File: config.mk
export PLATFORM = sky130hd
export DESIGN_NAME = path_player_flat
export DESIGN_NICKNAME = d
export VERILOG_FILES = /design/src/rtl/maze_pkg.sv /design/src/rtl/path_player_if.sv /design/src/rtl/path_player_dir_decode.sv /design/src/rtl/path_player.sv /design/src/flat_wrapper.sv
export SDC_FILE = /design/constraint.sdc
export NUM_CORES = 1
export LEC_CHECK = 0
export BUFFER_PORTS_ARGS = -buffer_cell sky130_fd_sc_hd__buf_2
export CELL_PAD_IN_SITES_DETAIL_PLACEMENT = 1
export CELL_PAD_IN_SITES_GLOBAL_PLACEMENT = 1
export CORE_MARGIN = 4
export CORE_UTILIZATION = 46
export CTS_BUF_LIST = sky130_fd_sc_hd__clkbuf_4 sky130_fd_sc_hd__clkbuf_8 sky130_fd_sc_hd__clkbuf_16
export CTS_CLUSTER_SIZE = 14
export DETAILED_ROUTE_END_ITERATION = 8
export GPL_TIMING_DRIVEN = 0
export PLACE_DENSITY_LB_ADDON = 0.1
export SLEW_MARGIN = 20
export SYNTH_ARGS = -nofsm -noshare
export SYNTH_HDL_FRONTEND = slang
export SYNTH_SLANG_ARGS = --single-unit
File: constraint.sdc
create_clock -name clk -period 3.29 [get_ports clk]
set_input_delay 0 -clock clk [delete_from_list [all_inputs] [get_ports clk]]
set_output_delay 0 -clock clk [all_outputs]
set_load 0.03 [all_outputs]
File: src/rtl/maze_pkg.sv
// Shared maze definitions: coordinate width default, direction codes, player FSM
// states, the {X,Y} location word and a saturating step-counter helper.
package maze_pkg;

  localparam int COORD_W_DEFAULT = 4;

  typedef enum logic [1:0] {
    DIR_UP    = 2'b00,
    DIR_RIGHT = 2'b01,
    DIR_DOWN  = 2'b10,
    DIR_LEFT  = 2'b11
  } dir_e;

  typedef enum logic [2:0] {
    IDLE = 3'd0,
    REQ  = 3'd1,
    CAPT = 3'd2,
    EMIT = 3'd3,
    DONE = 3'd4
  } state_e;

  typedef struct packed {
    logic [COORD_W_DEFAULT-1:0] x;
    logic [COORD_W_DEFAULT-1:0] y;
  } loc_t;

  function automatic logic [7:0] sat_inc8(input logic [7:0] v);
    return (v == 8'hFF) ? v : v + 8'h01;
  endfunction

endpackage

File: src/rtl/path_player_if.sv
// Handshake bundle between the path player, the path buffer (pop/run/locIn/empStck)
// and the downstream mover (dirOut/dirValid/moveReady).
interface path_player_if #(parameter int COORD_W = maze_pkg::COORD_W_DEFAULT);

  logic                   pop;
  logic                   run;
  logic [2*COORD_W-1:0]   locIn;
  logic                   empStck;
  logic [1:0]             dirOut;
  logic                   dirValid;
  logic                   moveReady;

  modport master (
    output pop, run, dirOut, dirValid,
    input  locIn, empStck, moveReady
  );

  modport slave (
    input  pop, run, dirOut, dirValid,
    output locIn, empStck, moveReady
  );

endinterface

File: src/rtl/path_player_dir_decode.sv
// Combinational step classifier: direction from prev to cur and whether the two
// cells are orthogonal neighbours (unsigned coordinates, no wrap-around).
module dir_decode
  import maze_pkg::*;
#(
  parameter int COORD_W = COORD_W_DEFAULT
) (
  input  logic [2*COORD_W-1:0] prev,
  input  logic [2*COORD_W-1:0] cur,
  output logic [1:0]           dir,
  output logic                 adj
);

  localparam logic [COORD_W:0] ONE = {{COORD_W{1'b0}}, 1'b1};

  logic [COORD_W:0] px_s, py_s, cx_s, cy_s;
  logic             x_eq_s, y_eq_s;

  // One extra bit keeps max+1 from aliasing back onto 0.
  assign px_s   = {1'b0, prev[2*COORD_W-1:COORD_W]};
  assign py_s   = {1'b0, prev[COORD_W-1:0]};
  assign cx_s   = {1'b0, cur[2*COORD_W-1:COORD_W]};
  assign cy_s   = {1'b0, cur[COORD_W-1:0]};
  assign x_eq_s = (cx_s == px_s);
  assign y_eq_s = (cy_s == py_s);

  // Classify the step; anything that is not a single orthogonal move is illegal.
  always_comb begin
    dir = DIR_UP;
    adj = 1'b1;
    if (x_eq_s && (cy_s + ONE == py_s)) begin
      dir = DIR_UP;
    end else if (y_eq_s && (cx_s == px_s + ONE)) begin
      dir = DIR_RIGHT;
    end else if (x_eq_s && (cy_s == py_s + ONE)) begin
      dir = DIR_DOWN;
    end else if (y_eq_s && (cx_s + ONE == px_s)) begin
      dir = DIR_LEFT;
    end else begin
      adj = 1'b0;
    end
  end

endmodule

File: src/rtl/path_player.sv
// Replays a stored path as a stream of direction steps to a downstream mover.
// Optional step counter enabled by macro PATH_STEP_COUNT_EN (tied to 0 otherwise).
module path_player
  import maze_pkg::*;
#(
  parameter int COORD_W = COORD_W_DEFAULT
) (
  input  logic               clk,
  input  logic               rst,
  input  logic               start,
  path_player_if.master      bus,
  output logic [7:0]         stepCount,
  output logic               busy,
  output logic               finished,
  output logic               err
);

  state_e               state_q, state_d;
  logic [2*COORD_W-1:0] cur_q, cur_d;
  logic [2*COORD_W-1:0] prev_q, prev_d;
  logic                 have_prev_q, have_prev_d;
  logic [1:0]           dir_q, dir_d;
  logic                 dir_valid_q, dir_valid_d;
  logic                 busy_q, busy_d;
  logic                 finished_q, finished_d;
  logic                 err_q, err_d;

  logic [1:0]           dec_dir_s;
  logic                 dec_adj_s;
  logic                 start_go_s;
  logic                 accept_s;

  dir_decode #(.COORD_W(COORD_W)) u_dir_decode (
    .prev (prev_q),
    .cur  (bus.locIn),
    .dir  (dec_dir_s),
    .adj  (dec_adj_s)
  );

  assign start_go_s = (state_q == IDLE) && start;
  assign accept_s   = (state_q == EMIT) && bus.moveReady;

  // The pop decision must see this cycle's empStck, so pop/run decode the state.
  assign bus.pop      = (state_q == REQ) && !bus.empStck;
  assign bus.run      = (state_q == REQ) && !bus.empStck;
  assign bus.dirOut   = dir_q;
  assign bus.dirValid = dir_valid_q;
  assign busy         = busy_q;
  assign finished     = finished_q;
  assign err          = err_q;

  // Playback sequencing: next state and next registered outputs.
  always_comb begin
    state_d     = state_q;
    cur_d       = cur_q;
    prev_d      = prev_q;
    have_prev_d = have_prev_q;
    dir_d       = dir_q;
    dir_valid_d = dir_valid_q;
    finished_d  = finished_q;
    err_d       = err_q;
    case (state_q)
      IDLE: begin
        if (start_go_s) begin
          state_d     = REQ;
          finished_d  = 1'b0;
          err_d       = 1'b0;
          have_prev_d = 1'b0;
        end else begin
          state_d = IDLE;
        end
      end
      REQ: begin
        if (bus.empStck) begin
          state_d = DONE;
        end else begin
          state_d = CAPT;
        end
      end
      CAPT: begin
        cur_d = bus.locIn;
        if (!have_prev_q) begin
          prev_d      = bus.locIn;
          have_prev_d = 1'b1;
          state_d     = REQ;
        end else if (dec_adj_s) begin
          dir_d       = dec_dir_s;
          dir_valid_d = 1'b1;
          state_d     = EMIT;
        end else begin
          err_d   = 1'b1;
          state_d = DONE;
        end
      end
      EMIT: begin
        if (accept_s) begin
          dir_valid_d = 1'b0;
          prev_d      = cur_q;
          state_d     = REQ;
        end else begin
          dir_valid_d = 1'b1;
        end
      end
      DONE: begin
        state_d = IDLE;
      end
      default: begin
        state_d = IDLE;
      end
    endcase
    busy_d     = (state_d == REQ) || (state_d == CAPT) || (state_d == EMIT);
    finished_d = finished_d | (state_d == DONE);
  end

  // FSM and output registers.
  always_ff @(posedge clk or negedge rst) begin
    if (!rst) begin
      state_q     <= IDLE;
      cur_q       <= '0;
      prev_q      <= '0;
      have_prev_q <= 1'b0;
      dir_q       <= 2'b00;
      dir_valid_q <= 1'b0;
      busy_q      <= 1'b0;
      finished_q  <= 1'b0;
      err_q       <= 1'b0;
    end else begin
      state_q     <= state_d;
      cur_q       <= cur_d;
      prev_q      <= prev_d;
      have_prev_q <= have_prev_d;
      dir_q       <= dir_d;
      dir_valid_q <= dir_valid_d;
      busy_q      <= busy_d;
      finished_q  <= finished_d;
      err_q       <= err_d;
    end
  end

`ifdef PATH_STEP_COUNT_EN
  logic [7:0] step_cnt_q, step_cnt_d;

  // Accepted-step counter, cleared by a fresh start, saturating at 8'hFF.
  always_comb begin
    if (start_go_s) begin
      step_cnt_d = 8'h00;
    end else if (accept_s) begin
      step_cnt_d = sat_inc8(step_cnt_q);
    end else begin
      step_cnt_d = step_cnt_q;
    end
  end

  // Step counter register.
  always_ff @(posedge clk or negedge rst) begin
    if (!rst) begin
      step_cnt_q <= 8'h00;
    end else begin
      step_cnt_q <= step_cnt_d;
    end
  end

  assign stepCount = step_cnt_q;
`else
  assign stepCount = 8'h00;
`endif

endmodule

File: src/flat_wrapper.sv
// flat-port wrapper written by rule: the top's interface ports become plain ports
module path_player_flat import maze_pkg::*;
#(
  parameter int COORD_W = COORD_W_DEFAULT
)
  (clk, rst, start, stepCount, busy, finished, err, bus_pop, bus_run, bus_dirOut, bus_dirValid, bus_locIn, bus_empStck, bus_moveReady);
  path_player_if #(.COORD_W(COORD_W)) bus_i ();
  input  logic clk;
  input  logic rst;
  input  logic start;
  output logic [7:0] stepCount;
  output logic busy;
  output logic finished;
  output logic err;
  output wire logic [$bits(bus_i.pop)-1:0] bus_pop;
  output wire logic [$bits(bus_i.run)-1:0] bus_run;
  output wire logic [$bits(bus_i.dirOut)-1:0] bus_dirOut;
  output wire logic [$bits(bus_i.dirValid)-1:0] bus_dirValid;
  input wire logic [$bits(bus_i.locIn)-1:0] bus_locIn;
  input wire logic [$bits(bus_i.empStck)-1:0] bus_empStck;
  input wire logic [$bits(bus_i.moveReady)-1:0] bus_moveReady;
  assign bus_pop = bus_i.pop;
  assign bus_run = bus_i.run;
  assign bus_dirOut = bus_i.dirOut;
  assign bus_dirValid = bus_i.dirValid;
  assign bus_i.locIn = bus_locIn;
  assign bus_i.empStck = bus_empStck;
  assign bus_i.moveReady = bus_moveReady;
  path_player #(.COORD_W(COORD_W)) u_core (.clk(clk), .rst(rst), .start(start), .bus(bus_i), .stepCount(stepCount), .busy(busy), .finished(finished), .err(err));
endmodule
======== After elaboration in Yosys (flattened, before gate mapping) ========
Cells that the tools add are included.
operators by class
  add/sub/neg operators ................... 4
  bitwise operators ....................... 1
  muxes and demuxes ....................... 28
  eq/ne operators ......................... 19
  reduce and logical (&&, ||, !) cells .... 18
operators by type and width
  cell                 count
  $add 4x1->5 const B  4
  $mux 8               2
  $pmux 8 s2           1
  $mux 1               13
  $eq 3x2->1 const B   4
  $mux 3               4
  $pmux 3 s4           1
  $eq 4x5->1           2
  $eq 5x4->1           2
  $reduce_and 3->1     3
  $eq 4x4->1           2
  $mux 2               4
  $ne 2x1->1 const B   4
  $logic_and 1x1->1    7
  $eq 3x1->1 const B   2
  $pmux 1 s2           3
  $ne 2x2->1 const B   2
  $reduce_and 4->1     1
  $reduce_bool 2->1    2
  $eq 3x3->1 const B   1
  $logic_not 3->1      1
  $logic_or 1x1->1     2
  $reduce_and 2->1     1
  $logic_not 1->1      1
  $or 1x1->1           1
word-level totals
  output and inout port bits .............. 16
  register bits ........................... 26
  bits of input ports ..................... 13
  logic and storage cells ................. 79

======== Longest topological paths before layout ========
Gate-level depths: netlist (run 1).
  depth after elaboration ................. 13
  mapped depth ............................ 7

======== Hierarchy ========
A second synthesis (run 1) with hierarchy kept.
unflattened totals
  cells, all modules ...................... 154
  area total of the unflattened synthesis .. 1756.7 µm²
modules (own cells, without submodules)
  module       area an instance (µm²)  times used  cells an instance
  path_player  1271.2                  1           95
  dir_decode   485.5                   1           59

======== Least setup slack after synthesis (run 1) ========
No wires, ideal clock.
  kind .................................... register to register
  start point ............................. reg u_core.prev_q[2]
  end point ............................... reg u_core.finished_q (netlist: u_core.finished)
  slack ................................... 1256 ps
  setup time .............................. 126 ps
  arrival ................................. 1908 ps
  period minus slack after synthesis ...... 2034 ps
  cell stages (with the launch flop) ...... 7
  buffers on the path ..................... 0
  cells stage by stage .................... dfrtp_1 -> xnor2_2 -> nand2_1 -> or4_4 -> nor4_4 -> nor4_2 -> a221o_1
between the ends
  longest elaborated chain between the ends .. 11
  elaborated cells between the ends (all ways) .. 17
  classes of those cells .................. 1 x add/sub; 4 x eq/ne; 7 x mux; 1 x bitwise; 4 x reduce/logical
RTL lines
  what                                             line                                                        text
  start: declaration                               path_player.sv:20                                           logic [2*COORD_W-1:0] prev_q, prev_d;
  start signal: assignment                         path_player.sv:130                                          prev_q <= prev_d;
  $add 4x1->5 or $eq 4x4->1 (tied branches)        path_player_dir_decode.sv:35, path_player_dir_decode.sv:25
  $eq 4x5->1 or $logic_and 1x1->1 (tied branches)  path_player_dir_decode.sv:35, path_player_dir_decode.sv:37
  $logic_and 1x1->1 or $mux 1 (tied branches)      path_player_dir_decode.sv:35, path_player_dir_decode.sv:37
  $mux 1                                           path_player_dir_decode.sv:35                                end else if (x_eq_s && (cy_s == py_s + ONE)) begin
  $mux 1                                           path_player_dir_decode.sv:33                                end else if (y_eq_s && (cx_s == px_s + ONE)) begin
  $mux 1 (*)                                       path_player_dir_decode.sv:31                                if (x_eq_s && (cy_s + ONE == py_s)) begin
  $mux 3 (*)                                       path_player.sv:86                                           end else if (dec_adj_s) begin
  $mux 3 (*)                                       path_player.sv:82                                           if (!have_prev_q) begin
  $pmux 3 s4 (*)                                   path_player.sv:62                                           case (state_q)
  $eq 3x3->1 (*)                                   path_player.sv:112                                          finished_d = finished_d | (state_d == DONE);
  $or 1x1->1 (*)                                   path_player.sv:112
  via u_core.finished_d                            path_player.sv:25                                           logic finished_q, finished_d;
  end signal: assignment                           path_player.sv:135                                          finished_q <= finished_d;
  end: declaration                                 path_player.sv:25
The timed path passes the listed nets; every way through them passes the cells marked *.
A chain may end at the register's enable or synchronous reset.

======== Worst setup path in the final report (run 1) ========
Same ends and word-level chain as after synthesis.

==> impl_results.md, run 1 <==
* Starting DRT DRC Count at 45
* Multi-input gate area at 888.4 sq um
* Row Count at 21
* # port buffers at 19
* Layout cell share with drive strength beyond 1 at 25.12%
* Max Slew Vio Count at 0
* Power Density at 733.3 nW/um^2
* Final-report setup violation count at 0
* HP Class: input port to asynchronous set/reset pin
* Antenna Cells at 0
* Worst Setup Start Kind: flip-flop
* Final Wtd Congestion at 0.8684
* Worst-case clock skew at 0.01127 ns
* Status: finished clean
* Critical Path AT at 2.49 ns
* Routed met3 length at 149 um
* Ys async rst share at 100.0%
* CTS Sinks at 26
* Synth Flop Type: dfrtp_1
* Yosys cell types at 43
* TritonCTS clock tree: yes
* Core ar. at 3363 sq um
* Clock buffer depth at 2
* Crit end category: flip-flop
* Uppermost layer routed: met4
* Die X at 67.40 um
* Mapped Avg Cell Area at 10.08 sq um
* Storage cell area at 650.6 sq um
* Mapped Cells at 161
* Crit-path max FO at 7
* Metal2 WL at 2.005 mm
* Pre-antenna DRT Iters at 4
* Detailed Route WL at 3.944 mm
* Ys Warns at 0
* DR WL/cell at 15.84 um
* Vias per inst at 5.157
* Clk Latency, worst-skew pair at 0.34 ns
* DPL Wire Length at 2.928 mm
* Vias in the first global route at 1377
* Residual DRC at 0
* CP Class: flip-flop to flip-flop
* Setup TNS Final at 0 ns
* Slew Limit Headroom at 50.95%
* Post-synth EDFFs at 0
* Flops & latches, synth at 26
* # IOs at 29
* Initial core utilization at 48.25%
* Post-CTS resize count at 0
* P_leak at 0.8982 nW
* Antenna-violating nets left at 0
* # H-tree levels at 1
* Area Growth Syn to Fin at 20.66%
* Max-Cap Viols at 0
* Overall die height at 67.40 um
* Final nets at 221
* Cell taking the most area after synthesis: dfrtp_1
* RSZ-0062 raised after global routing: false
* CTS clk-pin slew, worst paths at 0.15 ns
* Top cells by area, synth: dfrtp_1 (40%), xnor2_1 (6.5%), mux2i_1 (5.6%)
* Final period utilization at 68.23%
* Commonest cells in the netlist: dfrtp_1 (26), nand2_1 (13), xnor2_1 (12), o21ai_0 (11), nor2_1 (10)
* Largest net degree at the start of global routing at 27
* Max IR drop VDD at 0.3947 mV
* Die area at 4542 sq um
* CP required at 3.54 ns
* Global-route usage over all layers at 19.61%
* Count leader, synth: dfrtp_1
* Sequential area share after synthesis at 40.09%
* FMAX at 445.4 MHz
* Tmin final at 2.245 ns
* Global-route wire length before repair at 6.520 mm
* Congestion Overflow GR at 0
* CTS Buf Count at 3
* Post-Synthesis Cell Area at 1623 sq um
* Worst-Margin Slew at 0.7301 ns
* Post-route core utilization at 58.22%
* Endpoints failing hold at 0
* Fillcell total at 420
* DR vias at 1284
* Initial antenna violation count at 0
* Met1 Wirelength at 1.744 mm
* Share of the synthesized area in the top cell type at 40.09%
* CTS Root Cell: clkbuf_4
-- final cells by class --
type                    instances  area share [%]
flip-flops and latches         26           33.23
multi-input cells             124           45.37
plain buffers                  13           4.665
well taps                      46           2.939
repair buffers                 31           10.99
inverters                       5          0.9585
clock buffers                   4           1.853
-- stage by stage --
step	total power (W)	hold WS, ns	setup slack [ns]	cell area [sq um]	instances
finish	0.001436	0.1767	1.045	1958	249
global route	0.001550	0.2298	0.8995	1958	249
CTS	0.001448	0.1918	1.032	1958	249
detailed placement	0.001263	0.04492	1.047	1802	233
global placement	0.001212	0.03479	1.052	1802	233
floorplan	0.001081	-0.2956	1.256	1649	168
-- critical path, stage by stage (launching register included) --
cell and delay, ns:
dfrtp_1 0.50, xnor2_2 0.19, nand2_1 0.06, or4_4 0.56, nor4_4 0.44, nor4_2 0.13, a221o_1 0.28
-- state kept, by name (all words and copies together), names as in the netlist --
register	cells
u_core.busy	1
u_core.prev_q	8
u_core.state_q	3
u_core.finished	1
u_core.err	1
u_core.bus.dirValid	1
u_core.have_prev_q	1
u_core.bus.dirOut	2
u_core.cur_q	8
-- layer usage --
layer | up-vias | global-route usage [%]
li1 | 631 | -
met5 | - | 0
met3 | 5 | 3.494
met1 | 627 | 25.55
met2 | 21 | 33.37
met4 | 0 | 5.316
-- power breakdown --
part	switching (W)	internal, W	total (W)
clock network	0.000101	0.0000680	0.000169
registers	0.000119	0.000453	0.000572
logic	0.000388	0.000307	0.000694
total	0.000608	0.000828	0.00144
-- final timing paths --
check / slack, ns / startpoint / cells after the start / to
worst max-delay path: 1.05 / u_core.prev_q[2]$_DFFE_PN0P_ / 6 / u_core.finished$_DFF_PN0_
worst min-delay path: 0.18 / rst / 2 / u_core.cur_q[6]$_DFFE_PN0P_
worst max register to register: 1.05 / u_core.prev_q[2]$_DFFE_PN0P_ / 6 / u_core.finished$_DFF_PN0_
worst min register to register: 0.50 / u_core.err$_DFFE_PN0P_ / 1 / u_core.err$_DFFE_PN0P_
max in group asynchronous: 2.72 / rst / 2 / u_core.cur_q[0]$_DFFE_PN0P_
min in group clk: 0.45 / bus_empStck / 3 / u_core.state_q[2]$_DFF_PN0_
-- placed cells by master (no fill, tap or decap), types with 2 or more instances in the layout --
cell	instances
dfrtp_1	26
buf_2	20
nand2_1	13
xnor2_1	12
dlygate4sd3_1	12
o21ai_0	11
nor2_1	10
nand3_1	9
mux2i_1	9
buf_4	9
mux2_2	8
conb_1	8
xor2_1	6
inv_1	5
ha_1	4
nor3_1	3
clkbuf_4	3
nand4_1	2
o22ai_1	2
a21o_2	2
clkbuf_1	2
a221o_1	2
a21oi_1	2
-- cells by family (layout without fill, tap and decap cells) --
kind of cell / count (synthesis) / in the layout / share of synthesized area, %
DFF: 26 / 26 / 40.09
other: 1 / 8 / 0.2311
xor gates and xnor gates: 19 / 19 / 10.72
buffers and inverters: 18 / 53 / 6.785
muxes: 17 / 17 / 11.10
AOI/OAI and AO/OA: 27 / 27 / 11.03
adders and majority gates: 4 / 4 / 3.084
and+or+nand+nor: 49 / 49 / 16.96
-- repair_timing --
| action | in CTS | in global routing |
|---|---|---|
| buffers inserted | 0 | 0 |
| hold endpoints to repair | 41 | 0 |
| hold buffers | 12 | 0 |
Power figures use the tool's default switching activity.
==> inputs of run 2 (changes only) <==
--- a/config.mk
+++ b/config.mk
@@ -9,7 +9,7 @@
 export CELL_PAD_IN_SITES_DETAIL_PLACEMENT = 1
 export CELL_PAD_IN_SITES_GLOBAL_PLACEMENT = 1
 export CORE_MARGIN = 4
-export CORE_UTILIZATION = 46
+export CORE_UTILIZATION = 38
 export CTS_BUF_LIST = sky130_fd_sc_hd__clkbuf_4 sky130_fd_sc_hd__clkbuf_8 sky130_fd_sc_hd__clkbuf_16
 export CTS_CLUSTER_SIZE = 14
 export DETAILED_ROUTE_END_ITERATION = 8
==> constraint.sdc (replaced) <==
create_clock -name clk -period 2 [get_ports clk]
set_input_delay 0 -clock clk [delete_from_list [all_inputs] [get_ports clk]]
set_output_delay 0 -clock clk [all_outputs]
set_load 0.03 [all_outputs]
==> run 2 against run 1 <==
  * The run now ends with negative setup slack left
  * Clock skew shrank 0.0098 ns
  * Via count rose by 2.0%
  * Sequential power grew 64%
  * Register-to-register slack lost 1.0 ns
  * Sequential share of layout area is 1.0 points lower
  * Non-clock buffer count is 2 lower
  * Largest power group unchanged
  * Highest routed layer unchanged
==> impl_results.md, run 2 (synthesized netlist as in run 1, its figures left out) <==
* Antenna-violating nets left at 0 (unchanged)
* Cell mode on critical path: nor4_4
* CTS Buf Count at 3 (unchanged)
* Crit path buf inv count at 1 (+1)
* CP required at 2.17 ns (-1.37 ns)
* Worst hold slack at 0.01462 ns (-0.1621 ns)
* Endpoints failing hold at 0 (unchanged)
* Crit end category: flip-flop
* DR WL/cell at 16.38 um (+3.4%)
* # H-tree levels at 1 (unchanged)
* Vias per inst at 5.219 (+1.2%)
* Die area at 5380 sq um (+18%)
* TritonCTS clock tree: yes
* Final Wtd Congestion at 0.7964 (-8.3%)
* Crit-path max FO at 4 (-3)
* Status: complete, but fails checks
* Clk Latency, worst-skew pair at 0.28 ns (-0.06 ns)
* HP Class: input port to flip-flop
* Overall die height at 73.35 um (+8.8%)
* Row Count at 23 (+9.5%)
* Largest net degree at the start of global routing at 27 (unchanged)
* Final setup margin at -0.002629 ns (-1.048 ns)
* Max-Cap Viols at 0 (unchanged)
* Layout cell share with drive strength beyond 1 at 35.82% (+11 points)
* Critical Path AT at 2.17 ns (-0.32 ns)
* Initial antenna violation count at 0 (unchanged)
* Pre-antenna DRT Iters at 4 (unchanged)
* Die X at 73.35 um (+8.8%)
* # IOs at 29 (unchanged)
* Final period utilization at 100.1% (+32 points)
* Residual DRC at 0 (unchanged)
* DPL Wire Length at 2.870 mm (-2.0%)
* Worst Setup Start Kind: flip-flop
* Initial core utilization at 39.99% (-8.3 points)
* Vias in the first global route at 1464 (+6.3%)
* Biggest regs: u_core.cur_q x8, u_core.prev_q x8, u_core.state_q x3
* Fillcell total at 470 (+12%)
* FMAX at 499.3 MHz (+12%)
* Worst-Margin Slew at 0.6316 ns (-0.09858 ns)
* Starting DRT DRC Count at 29 (-36%)
* Power Density at 1266 nW/um^2 (+73%)
* DR vias at 1310 (+2.0%)
* Slew Limit Headroom at 57.90% (+6.9 points)
* Antenna Cells at 0 (unchanged)
* RSZ-0062 raised after global routing: true
* Global-route wire length before repair at 6.982 mm (+7.1%)
* Final nets at 219 (-0.90%)
* CTS clk-pin slew, worst paths at 0.09 ns (-0.06 ns)
* Congestion Overflow GR at 0 (unchanged)
* Worst-case clock skew at 0.001489 ns (-0.009785 ns)
* CP delay by family, top: simple AND/OR/NAND/NOR gates
* Most frequent cells in the layout: dfrtp_1 (24), buf_2 (20), buf_4 (16), nand2_1 (13), o21ai_0 (11)
* CP Class: flip-flop to flip-flop
* Clock buffer depth at 2 (unchanged)
* Multi-input gate area at 969.7 sq um (+9.2%)
* Commonest non-fill, non-tap cell in the layout: dfrtp_1
* Area Growth Syn to Fin at 25.06%
* Final-report setup violation count at 1 (+1)
* Detailed Route WL at 4.112 mm (+4.3%)
* # port buffers at 19 (unchanged)
* Core ar. at 4058 sq um (+21%)
* Max IR drop VDD at 0.5294 mV (+34%)
* CTS Root Cell: clkbuf_8
* Tmin final at 2.003 ns (-0.2423 ns)
* Failing checks: negative setup slack
* CTS Sinks at 26 (unchanged)
* Critical Path, Cell by Cell: xor2_2 > or4_4 > nor4_4 > buf_4 > nor4_4 > a221o_1
* P_leak at 0.9203 nW (+2.5%)
* Global-route usage over all layers at 16.75% (-2.9 points)
* Storage cell area at 653.1 sq um (+0.38%)
* Max Slew Vio Count at 0 (unchanged)
* Slowest CP cell: or4_4
* Pre-CTS WS at -0.09379 ns (-1.141 ns)
* Crit-path max cell delay at 0.58 ns (+0.02 ns)
run 2: worst reg2reg max path, cell delays in order (launching register included):
cell	delay [ns]
dfrtp_1	0.42
xor2_2	0.16
or4_4	0.58
nor4_4	0.22
buf_4	0.18
nor4_4	0.06
a221o_1	0.27
run 2: path summary, 6_finish.rpt:
kind / from / endpoint / slack, ns / depth (start not counted)
worst min register to register: u_core.bus.dirOut[0]$_DFFE_PN0P_ / u_core.bus.dirOut[0]$_DFFE_PN0P_ / 0.50 / 1
max in group asynchronous: rst / u_core.prev_q[2]$_DFFE_PN0P_ / 1.29 / 2
worst min-delay path: bus_locIn[2] / u_core.cur_q[2]$_DFFE_PN0P_ / 0.01 / 2
worst max-delay path: u_core.prev_q[3]$_DFFE_PN0P_ / u_core.finished$_DFF_PN0_ / -0.003 / 6
worst max register to register: u_core.prev_q[3]$_DFFE_PN0P_ / u_core.finished$_DFF_PN0_ / -0.003 / 6
min in group asynchronous: rst / u_core.prev_q[3]$_DFFE_PN0P_ / 0.27 / 2
run 2: what timing repair did:
item,4_1_cts,5_1_grt
hold buffers,3,0
gates resized for setup,8,8
gates cloned,0,0
endpoints found under the hold margin,29,0
setup endpoints to repair,21,23
buffers inserted,6,1
pin swaps,4,1
run 2: power by group:
group	switching (W)	internal, W
logic	0.000696	0.000580
clock network	0.000177	0.000177
registers	0.000189	0.000751
run 2: layout make-up:
type / instances / share of cell area [%]
multi-input cells: 124 / 47.78
repair buffers: 29 / 8.755
inverters: 5 / 0.9248
plain buffers: 13 / 4.562
clock buffers: 4 / 2.713
well taps: 50 / 3.083
flip-flops and latches: 26 / 32.18
run 2: through the flow:
| stage | cells | util (%) | setup TNS, ns | total power, W | cell area [sq um] |
|---|---|---|---|---|---|
| 5_1_grt | 251 | 50.02 | -0.2467 | 0.002774 | 2029 |
| 3_3_place_gp | 237 | 44.53 | -0.8601 | 0.002003 | 1807 |
| 2_1_floorplan | 168 | - | 0 | 0.001778 | 1649 |
| 6_report | 251 | 50.02 | -0.002629 | 0.002569 | 2029 |
| 4_1_cts | 250 | 48.78 | 0 | 0.002529 | 1979 |
| 3_5_place_dp | 237 | 44.53 | -1.036 | 0.002067 | 1807 |
run 2: per-layer routing:
metal / track usage, % / part of all wire (%) / vias up / wire length, um
met2: 29.89 / 51 / 27 / 2104
met3: 2.052 / 3.4 / 6 / 140
li1: - / - / 624 / -
met5: 0 / 0 / - / 0
met4: 4.829 / 1.6 / 0 / 67
met1: 21.09 / 44 / 653 / 1800
